[src/rtl/dmem_arbiter.sv]
// Single-port data memory arbiter between the vector CPU load/store port and the VGA fetcher.
// One access per cycle; 1-cycle read return is routed to the owner recorded at grant time.
module dmem_arbiter #(
  parameter int unsigned AW           = 32,
  parameter int unsigned DW           = 32,
  parameter int unsigned VGA_PRIO     = 1,
  parameter int unsigned CPU_MAX_WAIT = 4
) (
  input  logic          clk,
  input  logic          reset,
  input  logic          cpu_req,
  input  logic          cpu_we,
  input  logic [AW-1:0] cpu_addr,
  input  logic [DW-1:0] cpu_wdata,
  output logic          cpu_gnt,
  output logic          cpu_rvalid,
  output logic [DW-1:0] cpu_rdata,
  input  logic          vga_req,
  input  logic [AW-1:0] vga_addr,
  output logic          vga_gnt,
  output logic          vga_rvalid,
  output logic [DW-1:0] vga_rdata,
  output logic [AW-1:0] mem_addr,
  output logic          mem_we,
  output logic [DW-1:0] mem_wdata,
  input  logic [DW-1:0] mem_rdata,
  output logic [15:0]   conflict_cnt
);

  localparam int unsigned WW = $clog2(CPU_MAX_WAIT + 1);
  localparam logic [WW-1:0] MaxWait = WW'(CPU_MAX_WAIT);

  typedef enum logic {WinVga, WinCpu} winner_e;

  logic [WW-1:0] wait_q, wait_d;
  winner_e       last_q, last_d;
  logic          cpu_rv_q, cpu_rv_d;
  logic          vga_rv_q, vga_rv_d;
  logic [15:0]   conflict_q, conflict_d;
  logic          conflict;
  logic          cpu_win;

  assign conflict = cpu_req && vga_req;

  always_comb begin
    cpu_win = cpu_req;
    if (conflict) begin
      if (VGA_PRIO != 0) begin
        // Starvation guard: CPU forced through after losing MaxWait conflicts in a row.
        cpu_win = (wait_q == MaxWait);
      end else begin
        cpu_win = (last_q == WinVga);
      end
    end
  end

  always_comb begin
    cpu_gnt   = cpu_win && !reset;
    vga_gnt   = vga_req && !cpu_win && !reset;
    mem_addr  = '0;
    mem_we    = 1'b0;
    mem_wdata = '0;
    if (cpu_gnt) begin
      mem_addr  = cpu_addr;
      mem_we    = cpu_we;
      mem_wdata = cpu_we ? cpu_wdata : '0;
    end else if (vga_gnt) begin
      mem_addr = vga_addr;
    end
  end

  always_comb begin
    wait_d     = wait_q;
    last_d     = last_q;
    conflict_d = conflict_q;
    cpu_rv_d   = cpu_gnt && !cpu_we;
    vga_rv_d   = vga_gnt;
    if (!cpu_req || cpu_gnt) begin
      wait_d = '0;
    end else if (wait_q != MaxWait) begin
      wait_d = wait_q + WW'(1);
    end
    if (cpu_gnt) begin
      last_d = WinCpu;
    end else if (vga_gnt) begin
      last_d = WinVga;
    end
    if (conflict && (conflict_q != 16'hFFFF)) begin
      conflict_d = conflict_q + 16'd1;
    end
  end

  always_ff @(posedge clk) begin
    if (reset) begin
      wait_q     <= '0;
      last_q     <= WinVga;
      cpu_rv_q   <= 1'b0;
      vga_rv_q   <= 1'b0;
      conflict_q <= '0;
    end else begin
      wait_q     <= wait_d;
      last_q     <= last_d;
      cpu_rv_q   <= cpu_rv_d;
      vga_rv_q   <= vga_rv_d;
      conflict_q <= conflict_d;
    end
  end

  // Return flags are masked during reset so an in-flight read is dropped.
  assign cpu_rvalid   = cpu_rv_q && !reset;
  assign vga_rvalid   = vga_rv_q && !reset;
  assign cpu_rdata    = cpu_rvalid ? mem_rdata : '0;
  assign vga_rdata    = vga_rvalid ? mem_rdata : '0;
  assign conflict_cnt = conflict_q;

endmodule

[config.mk]
export PLATFORM = sky130hd
export DESIGN_NAME = dmem_arbiter
export DESIGN_NICKNAME = d
export VERILOG_FILES = /design/src/rtl/dmem_arbiter.sv
export SDC_FILE = /design/constraint.sdc
export NUM_CORES = 1
export LEC_CHECK = 0
export CORE_AREA = 2 2 108 110
export CTS_CLUSTER_SIZE = 25
export DETAILED_ROUTE_END_ITERATION = 7
export DIE_AREA = 0 0 110 112
export PLACE_DENSITY = 0.62
export SETUP_SLACK_MARGIN = 0.4
export SLEW_MARGIN = 40
export SYNTH_ARGS = -nofsm -noshare
export SYNTH_HDL_FRONTEND = slang
export SYNTH_SLANG_ARGS = --single-unit
[constraint.sdc]
create_clock -name clk -period 9.3 [get_ports clk]
set_input_delay 2.79 -clock clk [delete_from_list [all_inputs] [get_ports clk]]
set_output_delay 2.79 -clock clk [all_outputs]
set_load 0.05 [all_outputs]
==> metrics.csv, run 1 <==
metric,value,unit
status,completed,
I/O pin count,282,
worst-skew pair later-pin latency,250,ps
die area,12300,sq um
r2r startpoint,conflict_cnt[2],
crit path launch,cpu_req,
H-tree levels,1,
"most common cell after layout, fill and taps aside",clkdlybuf4s50_1,
RSZ-0062 raised after global routing,false,
GP Congestion,0.865,
max-slew violation count,0,
Non-Filler Instances,681,
Critical Path RT,6510,ps
setup ws final,1280,ps
"Clk pin slew, worst setup/hold paths",60,ps
static leakage,1.93,nW
dpl cell area,4940,sq um
final setup vio count,0,
Die H,112,um
Crit-path slowest cell,clkdlybuf4s50_1,
asr flop ratio synth,0,%
FF-to-FF End,conflict_cnt[11],
Final Cycle Share,86.2,%
Rel. slew slack,58.7,%
CP Cell Sequence,"clkdlybuf4s50_1, nand2_1, a21oi_4, buf_4, and3_1, clkdlybuf4s50_1",
Yosys cell types,40,
DP Worst Slack,1270,ps
Pint,0.237,mW
"commonest non-fill, non-tap cells in the layout","clkdlybuf4s50_1, and2_1, and3_1",
CTS max path bufs,2,
Post-synth EDFFs,0,
setup bufs post-CTS,0,
Initial Util,17.8,%
fmax,125,MHz
vias per inst,4.56,
sequential area share after synthesis,21.1,%
# hold bufs at CTS,0,
synthesized netlist cell count,272,
Min-Delay Endpoint,conflict_cnt[14],
syn_area_per_cell,7.32,sq um
layout cell share with drive strength beyond 1,2.97,%
PwrDens,72.7,nW/um^2
worst min path class,reg2reg,
Post-Route WL,11.2,mm
Critical Path Sink Type,primary output,
CTS tree,built,
Buf/Inv on CP,3,
router iterations before antenna repair,4,
final instance area,5010,sq um
min Tclk post-route,8020,ps
cell family with most CP delay,buffers and inverters,
syn_nets,408,
"Hold Vio Cnt, Final",0,
IO Port Bufs,281,
max incr delay on CP,810,ps
post-route setup TNS,0,ps
vias in the first global route,2994,
initial antenna violation count,0,
worst hold path depth,2,
critical path type,in2out,
Gate power share,49.7,%
post_cts resized,0,
grt total ovfl,0,
Core Area,11200,sq um
Max Cap Viol,0,
Setup crit start kind,input pin,
Cells after DPL,677,
flop and latch count out of synthesis,21,
DR vias,3102,
Clock Root Buffer,clkbuf_16,
DR iter-0 viols,136,
DP HPWL,9.19,mm
Sw Ratio,35.0,%
fin util,44.9,%
drc violations,0,
Die W,110,um
NumNets Final,675,
Num CTS Buffers,3,
worst endpoint data arrival time,5230,ps
Worst Tran Pin Value,619,ps
Peak VDD IR,66.6,uV
Global Route Usage Sum,17.0,%
Ant. Diodes,0,
cell area after synthesis,1990,sq um
flop2flop setup slack,7250,ps
switching power,0.128,mW
first-pass GRT wire length,16.2,mm
Worst Reg-to-Reg Cells,4,
WL/cell,16.4,um
largest net degree at the start of global routing,68,
"most used cell, CP",clkdlybuf4s50_1,
clk sinks,21,
FP Rows,39,
ys flop type,dfxtp_1,
synth warn,0,
clock skew,1.90,ps
crit path max fanout,67,
clock power share,25.1,%
worst hold start,conflict_cnt[14],
Post-DRT Antenna Nets,0,
area grow syn2layout,152,%
Sequential Power Share,25.2,%
layer usage:
| layer | global-route usage (%) | part of all wire [%] | wire [um] | vias up |
|---|---|---|---|---|
| li1 | - | - | - | 1528 |
| met1 | 19.9 | 39 | 4400 | 1410 |
| met2 | 31.1 | 51 | 5670 | 158 |
| met3 | 4.33 | 8.8 | 984 | 6 |
| met4 | 2.36 | 1.0 | 112 | 0 |
| met5 | 0 | 0 | 0 | - |
per-stage QoR:
| stage | power (mW) | hold slack, ps |
|---|---|---|
| 6_report | 0.364 | 521 |
| 3_5_place_dp | 0.275 | 519 |
| 3_3_place_gp | 0.276 | 505 |
| 5_1_grt | 0.378 | 555 |
| 2_1_floorplan | 0.179 | 502 |
| 4_1_cts | 0.368 | 527 |
sequential cells by signal (all words and copies together) (netlist names):
signal        flops
wait_q            3
conflict_cnt     16
vga_rv_q          1
cpu_rv_q          1
cells in the mapped netlist (2+ instances only):
library cell / n / area, sq um
a22o_1: 32 / 280
and3_1: 37 / 231
nand4_1: 5 / 31.3
nor2_1: 8 / 30.0
dfxtp_1: 21 / 420
ha_1: 3 / 37.5
or3_1: 2 / 12.5
o31ai_1: 3 / 22.5
clkbuf_1: 23 / 86.3
nor2b_1: 3 / 18.8
nand3_1: 5 / 25.0
nor3_1: 5 / 25.0
or4_1: 6 / 45.0
a21oi_1: 8 / 40.0
nand2_1: 9 / 33.8
and3_2: 2 / 15.0
o21a_1: 2 / 15.0
o21ai_0: 4 / 20.0
and2_1: 66 / 413
nor4_1: 3 / 18.8
inv_1: 6 / 22.5
how the worst max path moves through the flow:
stage                     to  cells past startpoint
2_1_floorplan   mem_addr[24]                      7
3_3_place_gp   mem_wdata[19]                      6
3_5_place_dp   mem_wdata[19]                      6
4_1_cts         mem_addr[12]                      6
5_1_grt        mem_wdata[19]                      6
6_report       mem_wdata[17]                      6
power by group through the flow:
stage	sequential [mW]	combinational (mW)	clock, mW
6_report	0.0917	0.181	0.0916
5_1_grt	0.0918	0.190	0.0966
4_1_cts	0.0917	0.182	0.0935
3_5_place_dp	0.0937	0.181	0
3_3_place_gp	0.0936	0.182	0
2_1_floorplan	0.0950	0.0838	0
cell type report:
class	count	area, sq um
flip-flops and latches	21	420
inverters	7	26.3
multi-input cells	220	1470
clock buffers	4	78.8
repair buffers	286	2850
well taps	143	179
fillers	1132	6160
kinds of logic (layout without fill, tap and decap cells):
group | Yosys count | count (layout) | synth area share, %
buf+inv | 31 | 297 | 5.90
mux | 1 | 1 | 0.503
flops | 21 | 21 | 21.1
fa+ha+maj | 3 | 3 | 1.88
compound gates | 57 | 57 | 22.2
simple gates | 158 | 158 | 48.0
xor+xnor | 1 | 1 | 0.440
tightest hold or removal path, cell delays in order (launching register included):
cell and delay [ps]:
dfxtp_1 340, o21ai_0 80, a21oi_1 60
Note: power is estimated with default switching activity, not from simulation.
==> run 2: changes to the inputs <==
- ABC_CLOCK_PERIOD_IN_PS: unset -> 9300
==> results of run 2 <==
Final layout, timing and power as in run 1 (identical DEF).
==> run 3: changes to the inputs <==
- ABC_CLOCK_PERIOD_IN_PS: 9300 -> 6600
- CORE_AREA: 2 2 108 110 -> 2 2 111 113
- DIE_AREA: 0 0 110 112 -> 0 0 113 115
- SKIP_LAST_GASP: unset -> 1
- clock period: 9.3 -> 6.6 ns (I/O delays scaled with it)
==> run 3 against run 2 <==
Net effect:
- the flow now finishes with violations (DRC)
- first-iteration DRC count down 12%
- count of clock-buffer cells in the layout unchanged
- cell count is 0.59% higher
- register-to-register slack worse by 2800 ps
- sequential cell count is the same
- design area increased by 26%
- sequential power increased by 41%
- global-route usage is 0.24 points higher
- clock skew down 1.2 ps
- wire length increased by 11%
- setup slack got worse by 470 ps
- clock power is 38% higher
- largest cell class unchanged
- largest power group unchanged
==> metrics.csv, run 3 (synthesis results as in run 1) <==
metric,value,unit
Critical Path RT,4620,ps
"commonest non-fill, non-tap cells in the layout","clkdlybuf4s50_1, buf_12, and2_1",
FF-to-FF End,conflict_cnt[11],
DR vias,3116,
cell family with most CP delay,buffers and inverters,
router iterations before antenna repair,6,
clk sinks,21,
setup bufs post-CTS,0,
Global Route Usage Sum,17.2,%
setup ws final,815,ps
CP Cell Sequence,"clkdlybuf4s50_1, nand2_1, a21oi_4, buf_4, a22o_1, buf_12",
FP Rows,40,
IO Port Bufs,281,
"Hold Vio Cnt, Final",0,
"Clk pin slew, worst setup/hold paths",50,ps
max incr delay on CP,590,ps
post_cts resized,0,
CTS tree,built,
Peak VDD IR,77.6,uV
die area,13000,sq um
NumNets Final,675,
PwrDens,90.4,nW/um^2
Worst Reg-to-Reg Cells,4,
worst-skew pair later-pin latency,250,ps
layout cell share with drive strength beyond 1,27.7,%
initial antenna violation count,0,
Ant. Diodes,0,
met3 WL,1.04,mm
largest net degree at the start of global routing,68,
crit path max fanout,67,
"most common cell after layout, fill and taps aside",clkdlybuf4s50_1,
DP HPWL,10.5,mm
I/O pin count,282,
vias in the first global route,3079,
fmax,173,MHz
r2r startpoint,conflict_cnt[2],
Largest register FFs,16,
post-route setup TNS,0,ps
hold slack final,539,ps
Die W,113,um
DR iter-0 viols,120,
first-pass GRT wire length,17.5,mm
DP Worst Slack,815,ps
Crit-path slowest cell,clkdlybuf4s50_1,
Critical Path Sink Type,primary output,
Num CTS Buffers,3,
H-tree levels,1,
static leakage,2.57,nW
grt total ovfl,0,
Setup crit start kind,input pin,
Worst Tran Pin Value,637,ps
vias per inst,4.55,
Final Cycle Share,87.7,%
flop2flop setup slack,4480,ps
clock skew,0.695,ps
Buf/Inv on CP,3,
Rel. slew slack,57.6,%
Post-Route WL,12.4,mm
highest routed layer,met4,
worst min path class,reg2reg,
worst hold start,wait_q[0],
# hold bufs at CTS,0,
Max Cap Viol,0,
failing checks,DRC,
status,"finished, violations left",
worst hold path depth,2,
Min-Delay Endpoint,wait_q[0],
min Tclk post-route,5790,ps
critical path type,in2out,
DRT met1 WL,4.49,mm
drc violations,12,
GP Congestion,0.835,
Clock Root Buffer,clkbuf_16,
WL/cell,18.1,um
Core Area,11800,sq um
CTS max path bufs,2,
worst endpoint data arrival time,3810,ps
max-slew violation count,0,
Post-DRT Antenna Nets,0,
met2 wire length,6.68,mm
area grow syn2layout,218,%
RSZ-0062 raised after global routing,false,
Initial Util,16.9,%
fin util,53.6,%
final setup vio count,0,
Die H,115,um
## run 3: where the power goes
group	internal (mW)	switching, mW
registers	0.128	0.000968
clock network	0.0822	0.0441
logic	0.170	0.146
total	0.381	0.191
## run 3: through the flow
step / total power [mW] / instances / cell area, sq um
after floorplan: 0.252 / 272 / 1990
after global placement: 0.449 / 681 / 6250
after detailed placement: 0.450 / 681 / 6250
after CTS: 0.578 / 685 / 6330
after global routing: 0.592 / 685 / 6330
final: 0.572 / 685 / 6330
## run 3: how the worst max path moves through the flow
stage	cells past startpoint	startpoint	to	slack, ps
finish	6	cpu_req	mem_addr[18]	810
global route	6	cpu_req	mem_wdata[5]	680
CTS	6	cpu_req	mem_wdata[5]	810
detailed placement	6	cpu_req	mem_wdata[5]	810
global placement	6	cpu_req	mem_addr[17]	820
floorplan	7	reset	mem_addr[24]	690
## run 3: area by class of cell
class	count	area [sq um]
Sequential cell	21	420
Clock buffer	4	78.8
Timing Repair Buffer	286	4150
Inverter	7	26.3
Tap cell	147	184
Multi-Input combinational cell	220	1470
Fill cell	1024	5490
## run 3: tightest hold or removal path, delay by kind of cell (launching register included)
kind / cells / cell delay, ps
buffers and inverters: 1 / 70
and+or+nand+nor: 1 / 130
DFF: 1 / 310
## run 3: layer usage
metal | GRT usage (%) | up-vias
met4 | 1.95 | 0
met2 | 32.9 | 164
met5 | 0 | -
li1 | - | 1522
met1 | 19.4 | 1422
met3 | 5.22 | 8
